### config.mk
export PLATFORM = sky130hd
export DESIGN_NAME = unidade_controle_jogo
export DESIGN_NICKNAME = d
export VERILOG_FILES = /design/src/rtl/unidade_controle_jogo.sv
export SDC_FILE = /design/constraint.sdc
export NUM_CORES = 1
export LEC_CHECK = 0
export BUFFER_PORTS_ARGS = -buffer_cell sky130_fd_sc_hd__buf_2
export CORE_AREA = 4 4 41 43
export CTS_BUF_LIST = sky130_fd_sc_hd__clkbuf_4 sky130_fd_sc_hd__clkbuf_8 sky130_fd_sc_hd__clkbuf_16
export CTS_CLUSTER_DIAMETER = 60
export DETAILED_ROUTE_END_ITERATION = 10
export DIE_AREA = 0 0 45 47
export GPL_ROUTABILITY_DRIVEN = 0
export PLACE_DENSITY_LB_ADDON = 0.05
export RECOVER_POWER = 50
export SYNTH_ARGS = -nofsm -noshare
export SYNTH_HDL_FRONTEND = slang
export SYNTH_SLANG_ARGS = --single-unit
### constraint.sdc
create_clock -name clock -period 3.1 [get_ports clock]
set_input_delay 0.62 -clock clock [delete_from_list [all_inputs] [get_ports clock]]
set_output_delay 0.62 -clock clock [all_outputs]
set_load 0.02 [all_outputs]
### src/rtl/unidade_controle_jogo.sv
// Control unit for the memory game: Moore FSM sequencing counter, register and comparator.
// Optional play timeout is built only when CONTROLE_TIMEOUT_EN is defined.
module unidade_controle_jogo #(
  parameter int TIMEOUT_CICLOS = 3000
) (
  input  logic       clock,
  input  logic       reset,
  input  logic       iniciar,
  input  logic       modo,
  input  logic       jogada,
  input  logic       igual,
  input  logic       fimC4,
  input  logic       fimC16,
  output logic       zeraC,
  output logic       contaC,
  output logic       zeraR,
  output logic       registraR,
  output logic       acertou,
  output logic       errou,
  output logic       pronto,
  output logic       db_timeout,
  output logic [3:0] db_estado
);

  // state | meaning
  // 0x0 INICIAL     | idle after reset, waiting for iniciar
  // 0x1 PREPARA     | clear address counter and jogada register
  // 0x2 ESPERA      | waiting for a play (timeout runs here)
  // 0x4 REGISTRA    | load the play into the register
  // 0x5 COMPARA     | evaluate comparator result
  // 0x6 PROXIMO     | advance address counter
  // 0xA FIM_ACERTOU | game won
  // 0xD FIM_TIMEOUT | game lost by timeout
  // 0xE FIM_ERROU   | game lost by wrong play
  typedef enum logic [3:0] {
    INICIAL     = 4'h0,
    PREPARA     = 4'h1,
    ESPERA      = 4'h2,
    REGISTRA    = 4'h4,
    COMPARA     = 4'h5,
    PROXIMO     = 4'h6,
    FIM_ACERTOU = 4'hA,
    FIM_TIMEOUT = 4'hD,
    FIM_ERROU   = 4'hE
  } estado_t;

  estado_t estado, estado_prox;
  logic    modo_r;
  logic    fim_sel;
  logic    timeout;

  assign fim_sel = modo_r ? fimC16 : fimC4;

`ifdef CONTROLE_TIMEOUT_EN
  localparam int TW = $clog2(TIMEOUT_CICLOS);
  logic [TW-1:0] tcount;

  // Counts only while staying in ESPERA, so it leaves at TIMEOUT_CICLOS-1 and never wraps
  always_ff @(posedge clock or negedge reset) begin
    if (!reset) begin
      tcount <= '0;
    end else if (estado == ESPERA && estado_prox == ESPERA) begin
      tcount <= tcount + 1'b1;
    end else begin
      tcount <= '0;
    end
  end

  assign timeout = (tcount == TW'(TIMEOUT_CICLOS - 1));
`else
  assign timeout = 1'b0;
`endif

  always_ff @(posedge clock or negedge reset) begin
    if (!reset) begin
      estado <= INICIAL;
      modo_r <= 1'b0;
    end else begin
      estado <= estado_prox;
      if (estado_prox == PREPARA) begin
        modo_r <= modo;
      end
    end
  end

  always_comb begin
    estado_prox = INICIAL;
    case (estado)
      INICIAL:     estado_prox = iniciar ? PREPARA : INICIAL;
      PREPARA:     estado_prox = ESPERA;
      ESPERA: begin
        if (jogada) begin
          estado_prox = REGISTRA;
        end else if (timeout) begin
          estado_prox = FIM_TIMEOUT;
        end else begin
          estado_prox = ESPERA;
        end
      end
      REGISTRA:    estado_prox = COMPARA;
      COMPARA: begin
        if (!igual) begin
          estado_prox = FIM_ERROU;
        end else if (fim_sel) begin
          estado_prox = FIM_ACERTOU;
        end else begin
          estado_prox = PROXIMO;
        end
      end
      PROXIMO:     estado_prox = ESPERA;
      FIM_ACERTOU: estado_prox = iniciar ? PREPARA : FIM_ACERTOU;
      FIM_ERROU:   estado_prox = iniciar ? PREPARA : FIM_ERROU;
      FIM_TIMEOUT: estado_prox = iniciar ? PREPARA : FIM_TIMEOUT;
      default:     estado_prox = INICIAL;
    endcase
  end

  always_comb begin
    zeraC      = 1'b0;
    contaC     = 1'b0;
    zeraR      = 1'b0;
    registraR  = 1'b0;
    acertou    = 1'b0;
    errou      = 1'b0;
    pronto     = 1'b0;
    db_timeout = 1'b0;
    case (estado)
      PREPARA: begin
        zeraC = 1'b1;
        zeraR = 1'b1;
      end
      REGISTRA: registraR = 1'b1;
      PROXIMO:  contaC = 1'b1;
      FIM_ACERTOU: begin
        acertou = 1'b1;
        pronto  = 1'b1;
      end
      FIM_ERROU: begin
        errou  = 1'b1;
        pronto = 1'b1;
      end
      FIM_TIMEOUT: begin
        errou      = 1'b1;
        pronto     = 1'b1;
        db_timeout = 1'b1;
      end
      default: ;
    endcase
  end

  assign db_estado = estado;

endmodule

==> results.md, run 1 <==
- Worst setup SP type: flop
- Row count: 13
- Cell Chain, Critical Path: nand2b_1, o21ai_0, and2_0, buf_2
- Remaining DRCs: 0
- Total leakage power: 0.2609 nW
- Commonest non-fill, non-tap cell in the layout: buf_2
- Worst-case clock buffer depth: 2
- Worst Path Required: 2.48 ns
- Post_cts resized: 0
- Worst clock skew: 0.005068 ns
- Fraction of the cycle the final worst path needs: 65.79%
- CP endpoint kind: output pin
- Layout cells sized above 1: 33.87%
- Mapped Area: between 300 and 400 µm²
- Post-synth cell types: 25
- Detailed-route wire length per cell: 12.66 µm
- M1 WL: 458 µm
- Port bufs: 19
- Seq/Total Area, Yosys: 34.72%
- Detailed Routing Iterations Pass 1: 4
- CTS sink count: 5
- Final net count: 71
- Largest area contributor in the netlist: dfrtp_1
- Setup slack, reg-to-reg: 1.39 ns
- Vert. Die Dim: 47 µm
- Slowest Stage Delay on Critical Path: 0.41 ns
- Worst slew margin: 78.50%
- Setup TNS: 0 ns
- Worst Setup SP: db_estado[1]
- Worst min path class: input port to asynchronous set/reset pin
- Worst Path Max Fanout: 6
- Core Area: 1301 µm²
- FF+latch count, synth: 5
- FF-to-FF Start: db_estado[0]
- Initial Util: 27.69%
- FF-to-FF End: modo_r
- Synth top area share: 34.72%
- Die W: 45 µm
- Peak VDD IR: approximately 0.4 mV
- Via count: 368
- Layout area overhead: 33.68%
- Synth warn: 0
- Length in cells of the worst reg-to-reg path: 4
- Setup Buffers After CTS: 0
- Tmin final: 2.039 ns
- Synthesized Nets: 49
- Post-route ant nets: 0
- Vias in the first global route: about 360
- Largest cells by area after synthesis: dfrtp_1, nand2b_1, o21ai_0
- Antenna violations before repair: 0
- Cells after Synth: a little over 40
- Antenna Cells: 0
- XOR/XNOR Fraction of Synth Area: 0%
- IO Pins: 20
- Drt via density: roughly 4.8
- PD cells: 868.9 nW/µm²
- Syn_area_per_cell: 8.789 µm²
- Final Hold Vio Count: 0
- # hold bufs at CTS: 0
- CTS Root Cell: clkbuf_4
- Mux cell area share after synthesis: 5.903%
- Max Fclk: 490.3 MHz
- Maxcap violations: 0
- Most frequent cells in the layout: buf_2, dfrtp_1, inv_1, clkbuf_4
- Simple-Gate Fraction of Synth Area: 26.74%
- CTS tree: built
- First-pass GRT wire length: 1607 µm
- RSZ-0062 raised after global routing: false
- Synth Area in Adders: 0%
- Clk slew on worst S/H paths: approximately 0.04 ns
- Total GRT Usage: about 11%
- Actual slew at the worst max-slew pin: 0.3191 ns
- Gr ovfl total: 0
- Met3 WL: 74 µm
- Setup Viol. Count Final: 0
- Later-pin clock latency in the skew report: 0.24 ns
- Met2 wire len: 442 µm
- Status: completed
- Max Transition Viols Final: 0
- CP Data Arrival Time: 1.42 ns
- CP Class: flop to output pin
- Largest net degree at the start of global routing: 12
- Top layer in use: met3
- Synth Area in Compound Gates: 23.26%
- Htree depth: 1
- Total CTS buffers: 3
- Slowest CP cell: dfrtp_1
- Initial drt markers: 1
- Hold WS: 0.2219 ns
- Detailed placement HPWL: 783.4 µm
- Largest family of logic cells by synthesized area: simple AND/OR/NAND/NOR gates
- DIE AREA: 2115 µm²
- Detailed Route WL: 975 µm
## cells by family (layout without fill, tap and decap cells)
group,after synthesis,count (layout)
AO/OA/AOI/OAI,11,11
buffers and inverters,6,27
flip-flops,5,5
multiplexers,2,2
AND/OR/NAND/NOR,17,17
## registers in the layout, indices dropped and copies added, names as in the netlist
name and flops:
modo_r 1, db_estado 4
## routing by layer
layer / GRT usage (%) / vias to the layer above
met3: 5.364 / 0
met2: 15.54 / 15
met5: 0 / -
li1: - / 186
met1: 14.06 / 167
met4: 3.509 / 0
## cell usage after synthesis (all sizes together)
library cell  number
nand4b             1
nor2               3
a21o               1
dfrtp              5
o31ai              1
nand2b             3
or2                1
o21ai              3
nand2              2
or3b               1
a211oi             2
o21bai             1
a21oi              1
a2111oi            1
nand3              1
nor2b              2
inv                4
and2               1
o221a              1
and3               1
mux2i              1
buf                2
mux2               1
nor3               1
## metrics by stage
| step | setup WS (ns) | utilization (%) | instances | power (W) | area (µm²) |
|---|---|---|---|---|---|
| 6_report | 1.061 | 37.02 | 77 | 0.0004186 | 481.7 |
| 5_1_grt | 0.9120 | 37.02 | 77 | 0.0004577 | 481.7 |
| 4_1_cts | 1.069 | 37.31 | 77 | 0.0004266 | 485.5 |
| 3_5_place_dp | 1.224 | 35.00 | 73 | 0.0003413 | 455.4 |
| 3_3_place_gp | 1.193 | 35.00 | 73 | 0.0003436 | 455.4 |
| 2_1_floorplan | 0.9995 | - | 41 | 0.0002802 | 360.3 |
## critical path, delay by kind of cell, from the launching register on
family | cells | cell delay [ns]
and+or+nand+nor | 2 | 0.42
AOI/OAI and AO/OA | 1 | 0.18
DFF | 1 | 0.41
buffers and inverters | 1 | 0.17
## final cells by class
class | instances | area, µm²
clock buffer | 4 | 30.03
fill | 151 | 819.5
inverter | 4 | 15.01
multi-input combinational | 30 | 201.4
sequential | 5 | 125.1
tap | 15 | 18.77
timing repair buffer | 19 | 91.34
## worst max-delay path by stage
stage	cells past startpoint	to	slack, ns
after floorplan	3	zeraR	1.0
after global placement	5	modo_r	1.19
after detailed placement	5	modo_r	1.22
after CTS	3	registraR	1.07
after global routing	4	pronto	0.91
final	4	pronto	1.06
## power by group
group	internal (W)	leakage (nW)	switching, W
registers	0.0000905	0.0641	0.0000328
logic	0.0000801	0.178	0.000133
clock network	0.0000573	0.0184	0.0000253
total	0.000228	0.261	0.000191
Note: power is estimated with default switching activity, not from simulation.
==> inputs of run 2 (changes only) <==
clock period = 2 ns   (was 3.1 ns; I/O delays follow)
==> run 2 against run 1 <==
Effect of this change:
- sequential share of layout area fell by 0.46 points
- critical path type unchanged
- critical path depth did not move
- highest routed layer unchanged
- clock-buffer cell count did not move
==> results.md, run 2 (synthesis results as in run 1) <==
- Remaining DRCs: 0
- Maxcap violations: 0
- Gate power share: a little over 50%
- Worst Path Required: 1.60 ns
- Dpl ws: 0.2815 ns
- Sequential power share: between 20% and 30%
- Worst setup SP type: flop
- Actual slew at the worst max-slew pin: 0.3526 ns
- Final net count: 72
- Setup Buffers After CTS: 0
- Vias in the first global route: 413
- Fraction of the cycle the final worst path needs: between 90% and 100%
- Layout cells sized above 1: 31.75%
- CP Data Arrival Time: 1.43 ns
- Worst min path class: input port to flop
- Clk slew on worst S/H paths: 0.04 ns
- Via count: 394
- Clock network power share: 20.0%
- Antenna violations before repair: 0
- Die W: 45 µm
- Vert. Die Dim: 47 µm
- Initial drt markers: 10
- Final WS setup: around 0.17 ns
- Peak VDD IR: 0.7285 mV
- Largest register FFs: 4
- Final Hold Vio Count: 0
- Detailed Routing Iterations Pass 1: 4
- Row count: 13
- Drt via density: 5.051
- Total leakage power: 0.2623 nW
- Post_cts resized: 0
- Setup Viol. Count Final: 0
- Port bufs: 19
- RSZ-0062 raised after global routing: false
- Worst Path Max Fanout: 6
- Final core utilization: 37.69%
- Total GRT Usage: 12.04%
- Max Transition Viols Final: 0
- Most frequent cells in the layout: buf_2, dfrtp_1, inv_1, clkbuf_4, clkbuf_1
- Worst clock skew: 0.001543 ns
- Max Fclk: approximately 550 MHz
- Htree depth: 1
- CTS tree: built
- Antenna Cells: 0
- Worst slew margin: 76.24%
- Int Pwr: 0.0003529 W
- CTS Root Cell: clkbuf_4
- Detailed-route wire length per cell: 12.76 µm
- Largest net degree at the start of global routing: 12
- Setup TNS: 0 ns
- Gr ovfl total: 0
- Status: completed
- CP Class: flop to output pin
- IO Pins: 20
- PD cells: 1325 nW/µm²
- CTS sink count: 5
- Tmin final: ~1.8 ns
- Total CTS buffers: 3
- Initial Util: 27.69%
- Detailed Route WL: 995 µm
- Post-route ant nets: 0
- Core Area: 1301 µm²
- Sw Ratio: 45.67%
- Layout area overhead: 36.11%
- P_sw: 0.0002967 W
- Detailed placement HPWL: 796.8 µm
- First-pass GRT wire length: approximately 1800 µm
- Worst-case clock buffer depth: 2
- Later-pin clock latency in the skew report: ~0.24 ns
- Commonest non-fill, non-tap cell in the layout: buf_2
- CP endpoint kind: output pin
- DIE AREA: 2115 µm²
==> run 2: cell count changes in the layout (fill, tap and decap cells not counted) <==
cell / delta
and2_0: -1
and2_1: +1
buf_2: -1
clkbuf_1: +1
dlygate4sd3_1: +1
==> run 2: power groups by stage <==
stage          Clock (W)  Combinational, W  Sequential, W
3_5_place_dp           0          0.000337       0.000193
3_3_place_gp           0          0.000341       0.000193
4_1_cts         0.000134          0.000340       0.000192
5_1_grt         0.000145          0.000369       0.000202
6_report        0.000130          0.000328       0.000192
2_1_floorplan          0          0.000224       0.000211
==> run 2: area by class of cell <==
class	instances	area (µm²)
clock buffers	4	30.03
fillers	156	810.8
inverters	4	15.01
multi-input cells	30	201.4
flip-flops and latches	5	125.1
well taps	15	18.77
repair buffers	20	100.1
==> run 2: per-layer routing <==
metal  vias to the layer above  global-route usage, %  wire length [µm]
met5                         -                      0                 0
met4                         0                  3.509                 0
met3                         0                  7.280               114
met2                        17                  18.93               485
met1                       188                  13.76               396
li1                        189                      -                 -
==> run 2: repair_timing <==
action,4_1_cts,5_1_grt
setup endpoints to repair,0,0
hold buffers,1,0
hold endpoints to repair,5,0
==> run 2: worst max-delay path: stages (launching register included) <==
cell and delay [ns]:
dfrtp_1 0.41, nand2b_1 0.25, o21ai_0 0.19, and2_1 0.17, buf_2 0.17
==> run 2: final timing paths <==
path / startpoint / endpoint / slack, ns / depth (start not counted)
max: db_estado[1] / pronto / 0.17 / 4
min: modo / modo_r / 0.38 / 2
max reg2reg: db_estado[0] / modo_r / 0.29 / 4
min reg2reg: modo_r / modo_r / 0.53 / 1
max in group asynchronous: reset / db_estado[2] / 1.27 / 2
min in group asynchronous: reset / modo_r / 0.53 / 2
==> run 2: stage by stage <==
step / power (W) / hold slack, ns / area [µm²] / std cells
2_1_floorplan: 0.0004343 / 0.1044 / 360.3 / 41
3_3_place_gp: 0.0005338 / 0.2214 / 455.4 / 73
3_5_place_dp: 0.0005300 / 0.2185 / 455.4 / 73
4_1_cts: 0.0006661 / 0.3750 / 495.5 / 78
5_1_grt: 0.0007165 / 0.3937 / 490.5 / 78
6_report: 0.0006496 / 0.3798 / 490.5 / 78
